## config.mk

```make
export PLATFORM = sky130hd
export DESIGN_NAME = signed_booth_multiplier_seq
export DESIGN_NICKNAME = d
export VERILOG_FILES = /design/src/rtl/signed_booth_multiplier_seq_pkg.sv /design/src/rtl/signed_booth_multiplier_seq_booth_step.sv /design/src/rtl/signed_booth_multiplier_seq.sv
export SDC_FILE = /design/constraint.sdc
export NUM_CORES = 1
export LEC_CHECK = 0
export ABC_AREA = 1
export BUFFER_PORTS_ARGS = -buffer_cell sky130_fd_sc_hd__buf_2
export CAP_MARGIN = 20
export CORE_ASPECT_RATIO = 0.6
export CORE_MARGIN = 2
export CORE_UTILIZATION = 50
export CTS_BUF_LIST = sky130_fd_sc_hd__clkbuf_8
export CTS_CLUSTER_DIAMETER = 120
export DETAILED_ROUTE_END_ITERATION = 12
export PLACE_DENSITY = 0.76
export SETUP_SLACK_MARGIN = 0.5
export SLEW_MARGIN = 10
export SYNTH_ARGS = -nofsm -noshare
export SYNTH_HDL_FRONTEND = slang
export SYNTH_SLANG_ARGS = --single-unit
```

## constraint.sdc

```tcl
create_clock -name clk -period 2.2 [get_ports clk]
set_input_delay 0.11 -clock clk [delete_from_list [all_inputs] [get_ports clk]]
set_output_delay 0.11 -clock clk [all_outputs]
set_load 0.005 [all_outputs]
```

## src/rtl/signed_booth_multiplier_seq_pkg.sv

```systemverilog
`timescale 1ns/1ps
`default_nettype none
// ============================================================================
// Package   : signed_mult_pkg
// Purpose   : Shared types for the sequential radix-2 Booth multiplier:
//             FSM state encoding, Booth step operation and its decoder.
// Revision  : 1.0  initial release
// ============================================================================
package signed_mult_pkg;

  localparam int STATE_W = 2;

  // Encodings are visible on the STATE debug tap and must stay fixed.
  typedef enum logic [STATE_W-1:0] {
    IDLE = 2'd0,
    RUN  = 2'd1,
    DONE = 2'd2
  } state_t;

  typedef enum logic [1:0] {
    NOP = 2'd0,
    ADD = 2'd1,
    SUB = 2'd2
  } booth_op_t;

  // Radix-2 Booth recoding of the pair {Q[0], Q(-1)}.
  function automatic booth_op_t booth_decode(input logic q0, input logic qm1);
    booth_op_t op;
    case ({q0, qm1})
      2'b01:   op = ADD;
      2'b10:   op = SUB;
      default: op = NOP;
    endcase
    return op;
  endfunction

endpackage
`default_nettype wire

```

## src/rtl/signed_booth_multiplier_seq_booth_step.sv

```systemverilog
`timescale 1ns/1ps
`default_nettype none
// ============================================================================
// Module    : booth_step
// Purpose   : One combinational radix-2 Booth iteration: conditional add or
//             subtract of the sign-extended multiplicand into the accumulator,
//             then a 1-bit arithmetic right shift of {A, Q, Q(-1)}.
// Ports     : i_a    [WIDTH:0]   accumulator in (one guard bit)
//             i_q    [WIDTH-1:0] multiplier / low-product in
//             i_qm1              Booth lookahead bit in
//             i_m    [WIDTH-1:0] multiplicand
//             o_a, o_q, o_qm1    shifted results
// Revision  : 1.0  initial release
// ============================================================================
module booth_step
  import signed_mult_pkg::*;
#(
  parameter int WIDTH = 4
) (
  input  logic [WIDTH:0]   i_a,
  input  logic [WIDTH-1:0] i_q,
  input  logic             i_qm1,
  input  logic [WIDTH-1:0] i_m,
  output logic [WIDTH:0]   o_a,
  output logic [WIDTH-1:0] o_q,
  output logic             o_qm1
);

  booth_op_t        w_op;
  logic [WIDTH:0]   w_m_ext;
  logic [WIDTH:0]   w_sum;

  always_comb begin
    w_m_ext = {i_m[WIDTH-1], i_m};
    w_op    = booth_decode(i_q[0], i_qm1);
    case (w_op)
      ADD:     w_sum = i_a + w_m_ext;
      SUB:     w_sum = i_a - w_m_ext;
      default: w_sum = i_a;
    endcase
    // Sign bit of the guarded accumulator is replicated; Q[0] becomes Q(-1).
    {o_a, o_q, o_qm1} = {w_sum[WIDTH], w_sum, i_q};
  end

endmodule
`default_nettype wire

```

## src/rtl/signed_booth_multiplier_seq.sv

```systemverilog
`timescale 1ns/1ps
`default_nettype none
// ============================================================================
// Module    : signed_booth_multiplier_seq
// Purpose   : Sequential radix-2 Booth signed multiplier, WIDTH x WIDTH ->
//             2*WIDTH, one Booth step per clock, START/BUSY/DONE handshake.
// Ports     : clk, reset_n (async, active low)
//             plicand, plier   operands (two's complement)
//             load_m, load_q   operand load strobes (honoured outside RUN)
//             start            begin multiply (honoured outside RUN)
//             busy, done       handshake status
//             product          registered result, held until next completion
//             m, q, a, state, q_shift_out   debug taps
// Config    : SIGNED_MULT_EARLY_EXIT_EN  - finish early once the remaining
//             multiplier bits need no further add/sub.
// Revision  : 1.0  initial release
// ============================================================================
module signed_booth_multiplier_seq
  import signed_mult_pkg::*;
#(
  parameter int WIDTH = 4
) (
  input  logic                 clk,
  input  logic                 reset_n,
  input  logic [WIDTH-1:0]     plicand,
  input  logic [WIDTH-1:0]     plier,
  input  logic                 load_m,
  input  logic                 load_q,
  input  logic                 start,
  output logic                 busy,
  output logic                 done,
  output logic [2*WIDTH-1:0]   product,
  output logic [WIDTH-1:0]     m,
  output logic [WIDTH-1:0]     q,
  output logic [WIDTH:0]       a,
  output logic [STATE_W-1:0]   state,
  output logic                 q_shift_out
);

  localparam int               CNT_W    = $clog2(WIDTH + 1);
  localparam logic [CNT_W-1:0] CNT_INIT = CNT_W'(WIDTH);
  localparam logic [CNT_W-1:0] CNT_ONE  = CNT_W'(1);

  state_t             r_state;
  state_t             w_state_next;
  logic [WIDTH-1:0]   r_m;
  logic [WIDTH-1:0]   r_q;
  logic [WIDTH:0]     r_a;
  logic               r_qm1;
  logic [CNT_W-1:0]   r_cnt;
  logic [2*WIDTH-1:0] r_product;

  logic [WIDTH-1:0]   w_m_next;
  logic [WIDTH-1:0]   w_q_next;
  logic               w_finish;
  logic [WIDTH:0]     w_a_step;
  logic [WIDTH-1:0]   w_q_step;
  logic               w_qm1_step;
  logic [WIDTH:0]     w_a_fin;
  logic [WIDTH-1:0]   w_q_fin;
  logic               w_qm1_fin;

  booth_step #(.WIDTH(WIDTH)) u_step (
    .i_a   (r_a),
    .i_q   (r_q),
    .i_qm1 (r_qm1),
    .i_m   (r_m),
    .o_a   (w_a_step),
    .o_q   (w_q_step),
    .o_qm1 (w_qm1_step)
  );

`ifdef SIGNED_MULT_EARLY_EXIT_EN
  // The unprocessed multiplier bits sit in Q[cnt-1:0]. If they are all equal,
  // every step after the current one recodes to NOP, so the current step
  // (which may still add/sub on the Q[0]/Q(-1) boundary) is applied and the
  // remaining cnt-1 shifts are done at once. Q=0 or Q=-1 finish in one cycle.
  logic [WIDTH-1:0]   w_mask;
  logic [WIDTH-1:0]   w_q_low;
  logic               w_uniform;
  logic [2*WIDTH+1:0] w_tail;

  always_comb begin
    // cnt==WIDTH wraps the shifted one to zero, giving an all-ones mask.
    w_mask    = (WIDTH'(1) << r_cnt) - WIDTH'(1);
    w_q_low   = r_q & w_mask;
    w_uniform = (w_q_low == '0) || (w_q_low == w_mask);
    w_tail    = $signed({w_a_step, w_q_step, w_qm1_step}) >>> (r_cnt - CNT_ONE);
  end

  assign w_finish                      = (r_cnt == CNT_ONE) || w_uniform;
  assign {w_a_fin, w_q_fin, w_qm1_fin} = w_tail;
`else
  assign w_finish  = (r_cnt == CNT_ONE);
  assign w_a_fin   = w_a_step;
  assign w_q_fin   = w_q_step;
  assign w_qm1_fin = w_qm1_step;
`endif

  // Operand loads are accepted only outside RUN; a load on the START edge
  // lands in M/Q before the first Booth step reads them.
  always_comb begin
    w_m_next = r_m;
    w_q_next = r_q;
    if (r_state != RUN) begin
      if (load_m) w_m_next = plicand;
      if (load_q) w_q_next = plier;
    end
  end

  always_comb begin
    w_state_next = r_state;
    case (r_state)
      IDLE, DONE: if (start) w_state_next = RUN;
      RUN:        if (w_finish) w_state_next = DONE;
      default:    w_state_next = IDLE;
    endcase
  end

  always_ff @(posedge clk or negedge reset_n) begin
    if (!reset_n) r_state <= IDLE;
    else          r_state <= w_state_next;
  end

  always_ff @(posedge clk or negedge reset_n) begin
    if (!reset_n) begin
      r_m       <= '0;
      r_q       <= '0;
      r_a       <= '0;
      r_qm1     <= 1'b0;
      r_cnt     <= '0;
      r_product <= '0;
    end else begin
      case (r_state)
        IDLE, DONE: begin
          r_m <= w_m_next;
          r_q <= w_q_next;
          if (start) begin
            r_a   <= '0;
            r_qm1 <= 1'b0;
            r_cnt <= CNT_INIT;
          end
        end
        RUN: begin
          r_a   <= w_a_fin;
          r_q   <= w_q_fin;
          r_qm1 <= w_qm1_fin;
          r_cnt <= w_finish ? '0 : (r_cnt - CNT_ONE);
          // The guard bit is dropped: the true product always fits 2*WIDTH.
          if (w_finish) r_product <= {w_a_fin[WIDTH-1:0], w_q_fin};
        end
        default: ;
      endcase
    end
  end

  assign busy        = (r_state == RUN);
  assign done        = (r_state == DONE);
  assign product     = r_product;
  assign m           = r_m;
  assign q           = r_q;
  assign a           = r_a;
  assign state       = r_state;
  assign q_shift_out = r_qm1;

endmodule
`default_nettype wire

```

## Yosys cells after proc, flatten, opt, wreduce, memory -nomap -nowiden

Index checks and enable logic that the tools add are counted.

| cells by class | value |
|---|---|
| add/sub/neg operators | 3 |
| $mul | 0 |
| divide/modulo/power cells | 0 |
| order comparisons | 0 |
| eq/ne operators | 12 |
| shift operators | 0 |
| mux-type cells | 15 |
| bitwise logic cells | 0 |
| reduce and logical (&&, ||, !) cells | 8 |

Operators by type and width:

| cell | number |
|---|---|
| 5-bit case mux with 2 select lines | 2 |
| 4-bit two-way mux | 2 |
| 2-bit case mux with 2 select lines | 2 |
| 4-bit case mux with 2 select lines | 1 |
| 2-bit by 1-bit equality test with 1-bit output (second input constant) | 3 |
| 2-bit equality test (second input constant) | 3 |
| 3-bit two-way mux | 2 |
| 2-bit inequality test (second input constant) | 3 |
| 3-bit case mux with 2 select lines | 1 |
| 2-bit AND reduction | 3 |
| 3-bit AND reduction | 2 |
| 5-bit adder | 1 |
| 5-bit two-way mux | 1 |
| 5-bit subtractor | 1 |
| 2-bit two-way mux | 2 |
| 2-bit by 1-bit inequality test with 1-bit output (second input constant) | 2 |
| 3-bit by 1-bit equality test with 1-bit output (second input constant) | 1 |
| 3-bit by 1-bit subtractor with 3-bit output (second input constant) | 1 |
| 2-bit zero test | 1 |
| 1-bit case mux with 2 select lines | 1 |
| 2-bit nonzero test | 1 |
| 2-bit OR reduction | 1 |
| 1-bit two-way mux | 1 |

| storage, ports and cells | value |
|---|---|
| bits in registers | 27 |
| bits in latches | 0 |
| memory bits (writable) | 0 |
| ROM bits | 0 |
| input port bits | 13 |
| output and inout port bits | 26 |
| memories | 0 |

## Longest topological paths before layout

Gate-level depths: netlist of the first run.

| depth | value |
|---|---|
| depth after elaboration | 5 |
| depth in mapped cells | 16 |

## Modules after synthesis

Synthesis of the first run repeated with hierarchy kept, for this count alone.

| unflattened totals | value |
|---|---|
| cell total of the unflattened synthesis | 209 |
| area total of the unflattened synthesis | 1,632.8 µm² |

Modules (own cells, without submodules):

| module | times used | cells each | area an instance (µm²) | seq. area each (µm²) |
|---|---|---|---|---|
| signed_booth_multiplier_seq | 1 | 142 | 1,252.5 | 675.6 |
| booth_step | 1 | 67 | 380.4 | 0.0 |

## Worst setup path before layout of the first run

Ideal clock, no wire load.

| timing path | value |
|---|---|
| kind | register to register |
| start | register r_qm1 (netlist: q_shift_out) |
| end | register r_a[3] (netlist: a[3]) |
| arrival time | 1.862 ns |
| slack | 0.221 ns |
| stages on the path, launching flop included | 17 |
| period minus slack after synthesis | 1.979 ns |
| cells stage by stage | dfrtp_1 inv_1 ha_1 a31oi_1 xor2_1 inv_1 ha_1 nand2_1 nand2_1 inv_1 nand2_1 nand2_1 nand3_1 nand2_1 nand2_1 nand2_1 nand2_1 |

| between the ends | value |
|---|---|
| cells in the longest elaborated chain, start to end | 5 |
| elaborated cells on any way between the ends | 7 |
| classes of those cells | 4 x eq/ne; 3 x mux |

Ends and longest elaborated chain:

| element | RTL line | source |
|---|---|---|
| start, declared | signed_booth_multiplier_seq.sv:49 | `logic r_qm1;` |
| start signal, assigned | signed_booth_multiplier_seq.sv:147 | `r_qm1 <= w_qm1_fin;` |
| 2-bit equality test / 2-bit by 1-bit equality test with 1-bit output (equally long branches) | signed_booth_multiplier_seq_pkg.sv:29 | `case ({q0, qm1})` |
| 2-bit case mux with 2 select lines * | signed_booth_multiplier_seq_pkg.sv:29 |  |
| 2-bit equality test / 2-bit by 1-bit equality test with 1-bit output (equally long branches) | signed_booth_multiplier_seq_booth_step.sv:36 | `case (w_op)` |
| 5-bit case mux with 2 select lines * | signed_booth_multiplier_seq_booth_step.sv:36 |  |
| 5-bit case mux with 2 select lines * | signed_booth_multiplier_seq.sv:134 | `case (r_state)` |
| end signal, assigned | signed_booth_multiplier_seq.sv:145 | `r_a <= w_a_fin;` |
| end, declared | signed_booth_multiplier_seq.sv:48 | `logic [WIDTH:0] r_a;` |

Mark *: on every way between the ends. The rest lies on a longest branch, timed or not.
A chain may end at the register's enable or synchronous reset.

## Worst setup path in the final report of the first run

| timing path | value |
|---|---|
| start | register r_m[1] (netlist: m[1]) |
| end | register r_product[7] (netlist: product[7]) |

| between the ends | value |
|---|---|
| cells in the longest elaborated chain, start to end | 2 |
| elaborated cells on any way between the ends | 3 |
| classes of those cells | 2 x add/sub; 1 x mux |

Ends and longest elaborated chain:

| element | RTL line | source |
|---|---|---|
| start, declared | signed_booth_multiplier_seq.sv:46 | `logic [WIDTH-1:0] r_m;` |
| start signal, assigned | signed_booth_multiplier_seq.sv:136 | `r_m <= w_m_next;` |
| 5-bit subtractor / 5-bit adder (equally long branches) | signed_booth_multiplier_seq_booth_step.sv:38, signed_booth_multiplier_seq_booth_step.sv:37 |  |
| 5-bit case mux with 2 select lines * | signed_booth_multiplier_seq_booth_step.sv:36 |  |
| end signal, assigned | signed_booth_multiplier_seq.sv:150 | `if (w_finish) r_product <= {w_a_fin[WIDTH-1:0], w_q_fin};` |
| end, declared | signed_booth_multiplier_seq.sv:51 | `logic [2*WIDTH-1:0] r_product;` |

Marked as above.

==> run_results.csv, run 1 <==
group,metric,value,unit
timing,fmax,511,MHz
cts,htree_num_levels,1,
worst_hold_path,hp-class,"primary input to flip-flop",
cts,clk_pin_slew,90,ps
worst_setup_path,cp_num_cells,15,
route,drt_first_pass_iters,4,
route,drtIter0Drc,53,
synth,yosys-top-cells-count,"nand2_1, dfrtp_1, inv_1",
finish,area_growth,28.8,%
worst_setup_path,end_kind,"flip-flop",
synth,ys.flop_type,"dfrtp_1",
route,post-route-drc-count,0,
timing,hold_violations,0,
route,vias,1292,
finish,final_nets,240,
worst_setup_path,cpMostUsedCell,"nand2_1",
floorplanning,dieArea,3380,um^2
synth,yosysTopAreaCell,"dfrtp_1",
synth,syn_area,1460,um^2
finish,layout-drive-gt1-share,38.4,%
finish,final-seq-area,651,um^2
finish,antennaDiodeCount,0,
floorplanning,start_util,51.8,%
synth,synth_most_common_cell,"nand2_1",
timing,period_share,89.0,%
synth,synthCells,172,
synth,yosysTopAreaCellShare,44.6,%
synth,synth.distinct_cells,27,
worst_setup_path,worstPathRequired,2370,ps
place,portBuffers,38,
worst_setup_path,start_kind,"flip-flop",
floorplanning,die_x,73.7,um
cts,cts_root_buffer,"clkbuf_8",
place,place_congestion,0.814,
synth,syn_nets,194,
synth,syn_area_per_cell,8.48,um^2
timing,rsz0062_at_grt,"yes",
synth,synthTopCellsByArea,"dfrtp_1, nand2_1, ha_1",
floorplanning,ios,39,
cts,cts_buffers,3,
worst_setup_path,timing.critical_path.buf_inv,3,
global_route,overflow,0,
timing,worstMarginPinSlew,583,ps
route,wl_per_cell,14.7,um
floorplanning,num_rows,15,
cts,clk_path_buf_depth,2,
timing,fin_crit,1960,ps
synth,async_flop_share,100,%
synth,synth_seq_area_share,44.6,%
worst_setup_path,cp_slowest_stage_delay,400,ps
floorplanning,core,2820,um^2
worst_setup_path,critPathTopFamily,"simple AND/OR/NAND/NOR gates",
worst_setup_path,cp_max_fo,4,
timing,drv_slew,0,
timing,finalSetupViolCount,0,
floorplanning,die_h,45.8,um
worst_setup_path,path_class,"flip-flop to flip-flop",
finish,multi_input_area,779,um^2
route,ant_nets,0,
worst_hold_path,whs_path_depth,2,
global_route,grt_max_degree,27,
timing,relSlewSlack,61.1,%
timing,skew,3.44,ps
place,dp_hpwl,2420,um
synth,synth-edff-count,0,
cts,clkSinkCount,26,
cts,cts_tree,"yes",
global_route,grt_usage,22.0,%
finish,fill_cells,230,
worst_setup_path,critPathArrivalTime,2130,ps
route,wl,3670,um
status,run_status,"completed",
job,cap_violations,0,
synth,ys_warn_count,0,
cts,worstSkewPairLatency,270,ps
global_route,grt_pass1_wl,5520,um
synth,ys_ff_latch,26,
global_route,antenna_found_initial,0,
worst_setup_path,cp_cell_sequence,"inv_2 > buf_4 > a31oi_4 > xor2_1 > inv_1 > ha_4 > nand2_2 > nor2_1 > nor2_1 > nand2_1 > nand3_1 > nand2_1 > nand2_2 > nand2_1 > nand2_1",
global_route,grt_pass1_vias,1172,
worst_setup_path,r2r_cells,15,
timing,setup-tns-final,0,ps
route,viasPerCell,5.17,
worst_setup_path,slowest_stage,"dfrtp_1",
worst paths after layout:
kind	from	endpoint	slack (ps)
max in group asynchronous	reset_n	m[3]	1450
min in group asynchronous	reset_n	state[1]	370
min	start	state[1]	30
max	m[1]	product[7]	240
max reg2reg	m[1]	product[7]	240
min reg2reg	product[3]	product[3]	480
logic make-up (layout without fill, tap and decap cells):
kind of cell    count (synthesis)  count (layout)  synth area share, %
flops                          26              26                 44.6
xor+xnor                        3               3                 1.80
compound gates                 33              33                 13.7
fa+ha+maj                       9               9                 8.23
simple gates                   67              67                 20.1
buf+inv                        33              77                 10.8
mux                             1               1                0.772
area by class of cell:
type / instances / share of cell area [%]
flip-flops and latches: 26 / 34.6
inverters: 26 / 5.19
well taps: 34 / 2.26
clock buffers: 3 / 2.20
repair buffers: 48 / 14.2
multi-input cells: 113 / 41.5
routing by layer:
layer	routed length (um)	vias to the layer above	global-route usage, %
li1	-	641	-
met1	1600	608	29.0
met2	1850	41	36.6
met3	218	2	6.64
met4	4	0	4.00
met5	0	-	0
repair_timing:
item,CTS,global route
gates resized for setup,11,11
buffers inserted,8,1
hold endpoints to repair,26,0
setup endpoints to repair,8,8
pin swaps,8,14
hold buffers,1,0
state kept, by name, indices dropped and copies added (netlist names):
| register | flops |
|---|---|
| a | 4 |
| m | 4 |
| product | 8 |
| q | 4 |
| q_shift_out | 1 |
| r_cnt | 3 |
| state | 2 |
per-stage QoR:
| stage | setup slack [ps] | hold WS (ps) | instances | cell area (um^2) | util (%) |
|---|---|---|---|---|---|
| 3_3_place_gp | 188 | 137 | 237 | 1660 | 58.9 |
| 6_report | 242 | 33.8 | 250 | 1880 | 66.8 |
| 5_1_grt | 61.1 | 49.8 | 250 | 1880 | 66.8 |
| 2_1_floorplan | 357 | -186 | 172 | 1490 | - |
| 3_5_place_dp | 189 | 152 | 237 | 1660 | 58.9 |
| 4_1_cts | 264 | 33.6 | 249 | 1820 | 64.7 |
cell usage in the layout (no fill, tap or decap), drive strengths merged, types with 3 or more instances in the layout:
cell type  count
o22ai          8
inv           26
ha             8
nand3b         3
clkbuf         3
nand2         45
nor2          14
nand3          4
dfrtp         26
buf           47
a21oi          8
xor2           3
o21ai         14
Power of run 1 is not shown: default switching activity piles up to over one toggle a cycle in this logic, so the estimate is an artifact.
==> inputs of run 2 (changes only) <==
--- a/config.mk
+++ b/config.mk
@@ -6,15 +6,18 @@
 export NUM_CORES = 1
 export LEC_CHECK = 0
 export ABC_AREA = 1
+export ABC_CLOCK_PERIOD_IN_PS = 2200
 export BUFFER_PORTS_ARGS = -buffer_cell sky130_fd_sc_hd__buf_2
 export CAP_MARGIN = 20
+export CELL_PAD_IN_SITES_DETAIL_PLACEMENT = 1
+export CELL_PAD_IN_SITES_GLOBAL_PLACEMENT = 1
 export CORE_ASPECT_RATIO = 0.6
 export CORE_MARGIN = 2
-export CORE_UTILIZATION = 50
+export CORE_UTILIZATION = 39
 export CTS_BUF_LIST = sky130_fd_sc_hd__clkbuf_8
 export CTS_CLUSTER_DIAMETER = 120
 export DETAILED_ROUTE_END_ITERATION = 12
-export PLACE_DENSITY = 0.76
+export PLACE_DENSITY_LB_ADDON = 0.1
 export SETUP_SLACK_MARGIN = 0.5
 export SLEW_MARGIN = 10
 export SYNTH_ARGS = -nofsm -noshare
==> run 2 against run 1 <==
Sequential share of layout area shrank 0.36 points. Clock skew is essentially flat. First-iteration DRC count up 1.9%. Maximum frequency shrank 4.4%. Non-clock buffer count increased by 3. Routed wire length rose by 7.7%. Die area is 26% higher. Flip-flop and latch count did not move. Utilization down 15 points. Count of clock-buffer cells in the layout up 1. Via count increased by 2.0%.
==> run_results.csv, run 2 (synthesis results as in run 1) <==
group,metric,value,unit
power,p_per_area,1970,nW/um^2
global_route,antenna_found_initial,0,
route,ant_nets,0,
worst_setup_path,cp_slowest_stage_delay,380,ps
finish,largest_reg_flops,8,
worst_setup_path,path_class,"flip-flop to flip-flop",
worst_setup_path,end_kind,"flip-flop",
power,p_leak,0.994,nW
power,ir_drop,0.728,mV
route,wl,3950,um
route,post-route-drc-count,0,
status,run_status,"completed",
timing,relSlewSlack,60.3,%
timing,worstMarginPinSlew,595,ps
cts,clk_pin_slew,90,ps
route,wl_per_cell,14.8,um
cts,clkSinkCount,26,
finish,antennaDiodeCount,0,
cts,worstSkewPairLatency,270,ps
timing,fin_ws,153,ps
timing,rsz0062_at_grt,"yes",
timing,skew,3.78,ps
floorplanning,ios,39,
job,cap_violations,0,
route,viasPerCell,4.94,
timing,period_share,93.1,%
finish,final_nets,243,
worst_setup_path,cp_cell_sequence,"inv_2 > ha_4 > a31oi_4 > xor2_1 > inv_1 > ha_4 > buf_4 > nand3b_1 > nand2_1 > nand2_2 > nand3_1 > nand2_1 > nand2_1 > nand2_1 > nand2_1",
place,dp_hpwl,2820,um
finish,final_cell_mix,"nand2_1, buf_2, dfrtp_1",
place,portBuffers,38,
floorplanning,start_util,40.1,%
cts,cts_tree,"yes",
global_route,grt_max_degree,27,
place,dp_worst_setup_slack,152,ps
worst_setup_path,worstPathRequired,2370,ps
floorplanning,die_x,83.0,um
finish,area_growth,30.2,%
timing,fin_crit,2050,ps
timing,hold_slack,35.2,ps
cts,clk_path_buf_depth,2,
global_route,grt_pass1_vias,1264,
finish,final_common_cell,"nand2_1",
worst_hold_path,hp-class,"primary input to flip-flop",
timing,hold_violations,0,
cts,htree_num_levels,1,
global_route,overflow,0,
route,vias,1318,
floorplanning,core,3640,um^2
timing,drv_slew,0,
worst_setup_path,critPathTopFamily,"simple AND/OR/NAND/NOR gates",
worst_setup_path,start_kind,"flip-flop",
global_route,grt_pass1_wl,6430,um
worst_setup_path,cp_max_fo,4,
cts,cts_buffers,3,
floorplanning,dieArea,4260,um^2
worst_setup_path,cpMostUsedCell,"nand2_1",
worst_setup_path,timing.critical_path.buf_inv,3,
worst_setup_path,critPathArrivalTime,2220,ps
floorplanning,num_rows,17,
timing,finalSetupViolCount,0,
finish,layout-drive-gt1-share,37.3,%
floorplanning,die_h,51.4,um
worst_setup_path,slowest_stage,"dfrtp_1",
global_route,grt_usage,19.6,%
place,place_congestion,0.777,
timing,fmax,488,MHz
route,drt_first_pass_iters,4,
cts,cts_root_buffer,"clkbuf_8",
route,drtIter0Drc,54,
==> run 2: worst reg2reg max path, delay by kind of cell (launching register included) <==
family	cells	cell delay, ps
simple gates	8	510
fa+ha+maj	2	410
flops	1	380
buf+inv	3	290
xor+xnor	1	200
compound gates	1	140
==> run 2: area by class of cell <==
type                    instances  area (um^2)
multi-input cells             113          743
inverters                      26          101
clock buffers                   4         55.1
flip-flops and latches         26          651
repair buffers                 51          290
fillers                       465         1740
well taps                      47         58.8
==> run 2: layer usage <==
metal	vias to the layer above	part of all wire, %	GRT usage [%]
met4	0	0.53	2.46
met3	4	3.3	4.04
li1	647	-	-
met2	22	46	32.0
met5	-	0	0
met1	645	50	27.8
==> run 2: per-stage QoR <==
| step | util (%) | instance area [um^2] | setup TNS (ps) | cells | power [mW] |
|---|---|---|---|---|---|
| final | 52.2 | 1900 | 0 | 267 | 3.74 |
| after floorplan | - | 1490 | 0 | 172 | 2.42 |
| after detailed placement | 46.1 | 1680 | 0 | 250 | 2.99 |
| after global routing | 52.2 | 1900 | -19.6 | 267 | 4.12 |
| after CTS | 51.4 | 1870 | 0 | 265 | 3.60 |
| after global placement | 46.1 | 1680 | 0 | 250 | 2.89 |
==> run 2: worst paths after layout <==
path                       slack, ps    endpoint  cells past startpoint        start
max                              150  product[7]                     15  q_shift_out
min                               40    state[1]                      2        start
max reg2reg                      150  product[7]                     15  q_shift_out
min reg2reg                      480  product[7]                      2   product[7]
max in group asynchronous       1440        a[2]                      2      reset_n
min in group asynchronous        360        q[1]                      2      reset_n
==> run 2: timing repair <==
action,4_1_cts,5_1_grt
pin swaps,6,7
gates resized for setup,9,5
setup endpoints to repair,8,9
buffers inserted,10,2
hold endpoints to repair,26,0
hold buffers,1,0
==> run 2: report_power, final <==
group	leakage, nW	internal (mW)	switching (mW)
logic	0.649	1.11	1.41
clock network	0.0288	0.160	0.155
registers	0.316	0.715	0.202
No activity file was read; power rests on OpenSTA's default activity.
==> inputs of run 3 (changes only) <==
--- a/config.mk
+++ b/config.mk
@@ -11,7 +11,7 @@
 export CAP_MARGIN = 20
 export CELL_PAD_IN_SITES_DETAIL_PLACEMENT = 1
 export CELL_PAD_IN_SITES_GLOBAL_PLACEMENT = 1
-export CORE_ASPECT_RATIO = 0.6
+export CORE_ASPECT_RATIO = 0.8
 export CORE_MARGIN = 2
 export CORE_UTILIZATION = 39
 export CTS_BUF_LIST = sky130_fd_sc_hd__clkbuf_8
==> run 3 against run 2 <==
Sequential power barely moved. Combinational power rose by 6%. Critical path depth fell by 2.
==> run_results.csv, run 3 (synthesis results as in run 1) <==
group,metric,value,unit
floorplanning,ios,39,
route,post-route-drc-count,0,
cts,cts_tree,"yes",
finish,final_common_cell,"buf_2",
worst_setup_path,cp_max_fo,3,
place,place_congestion,0.834,
finish,fill_cells,426,
worst_setup_path,start_kind,"flip-flop",
cts,cts_root_buffer,"clkbuf_8",
power,p_per_area,2020,nW/um^2
status,run_status,"completed",
timing,fmax,500,MHz
job,cap_violations,0,
route,drtIter0Drc,42,
timing,period_share,91.0,%
route,ant_nets,0,
worst_hold_path,whs_path_depth,2,
timing,setup-tns-final,0,ps
timing,skew,7.66,ps
worst_setup_path,path_class,"flip-flop to flip-flop",
power,ir_drop,0.711,mV
worst_setup_path,worstPathRequired,2410,ps
cts,clk_path_buf_depth,2,
timing,drv_slew,0,
timing,fin_ws,199,ps
power,p_total,3.88,mW
finish,final_nets,243,
timing,worstMarginPinSlew,591,ps
floorplanning,die_x,72.4,um
floorplanning,core,3520,um^2
floorplanning,start_util,41.5,%
floorplanning,num_rows,19,
timing,finalSetupViolCount,0,
global_route,grt_usage,20.3,%
timing,fin_crit,2000,ps
cts,clk_pin_slew,90,ps
cts,worstSkewPairLatency,270,ps
worst_setup_path,end_kind,"flip-flop",
place,dp_hpwl,2920,um
timing,hold_violations,0,
global_route,grt_pass1_vias,1384,
route,wl,3960,um
finish,final_cell_mix,"buf_2, nand2_1, dfrtp_1",
timing,hold_slack,32.1,ps
route,wl_per_cell,15.1,um
floorplanning,die_h,58.7,um
floorplanning,dieArea,4250,um^2
timing,rsz0062_at_grt,"yes",
finish,antennaDiodeCount,0,
finish,largest_reg_flops,8,
finish,layout-drive-gt1-share,40.9,%
global_route,grt_max_degree,27,
cts,htree_num_levels,1,
cts,cts_buffers,3,
worst_setup_path,r2r_cells,13,
place,dp_worst_setup_slack,99.2,ps
global_route,overflow,0,
global_route,antenna_found_initial,0,
place,portBuffers,38,
route,viasPerCell,4.97,
worst_setup_path,critPathArrivalTime,2210,ps
route,drt_first_pass_iters,4,
power,p_leak,1.01,nW
global_route,grt_pass1_wl,6580,um
finish,area_growth,31.8,%
route,vias,1302,
worst_hold_path,hp-class,"primary input to flip-flop",
cts,clkSinkCount,26,
timing,relSlewSlack,60.6,%
[run 3: per-layer routing]
metal,track usage (%),wire (um)
met4,1.59,10
met1,25.5,1750
met3,4.11,120
met2,38.0,2080
met5,0,0
[run 3: final cells by class]
cell class                 instances  area [um^2]  share of cell area (%)
inverter                          26         97.6                    5.07
tap                               42         52.6                    2.73
sequential                        26          651                    33.8
multi-input combinational        113          773                    40.2
clock buffer                       4         55.1                    2.86
timing repair buffer              51          294                    15.3
[run 3: power breakdown]
group	switching, mW	internal, mW	total [mW]
registers	0.198	0.715	0.913
logic	1.47	1.19	2.66
clock network	0.143	0.160	0.303
total	1.81	2.07	3.88
[run 3: worst max-delay path: stages, from the launching register on]
cell and delay [ps]:
dfrtp_1 410, ha_4 190, buf_4 160, nand2_4 70, o21ai_4 60, fa_2 390, nand3b_1 170, nand2_1 70
nand2_1 70, nand3_1 80, nand2_1 60, nand2_2 100, nand2_2 50, nand2_2 50
[run 3: path summary, 6_finish.rpt]
kind                       slack, ps          to       start
max                              200  product[7]        q[0]
min                               30    state[1]       start
max reg2reg                      200  product[7]        q[0]
min reg2reg                      490  product[3]  product[3]
max in group asynchronous       1430  product[3]     reset_n
min in group asynchronous        390        q[1]     reset_n
[run 3: stage by stage]
stage               area (um^2)  utilization (%)  instances
finish                     1920             54.7        262
global route               1920             54.7        262
CTS                        1860             52.9        259
detailed placement         1670             47.4        245
global placement           1670             47.4        245
floorplan                  1490                -        172
[run 3: timing repair]
action                                  CTS  global route
endpoints found under the hold margin    26             0
pin swaps                                 5             8
endpoints found under the setup margin    8             8
hold buffers                              1             0
setup buffers                             9             3
resized for setup                        12            14
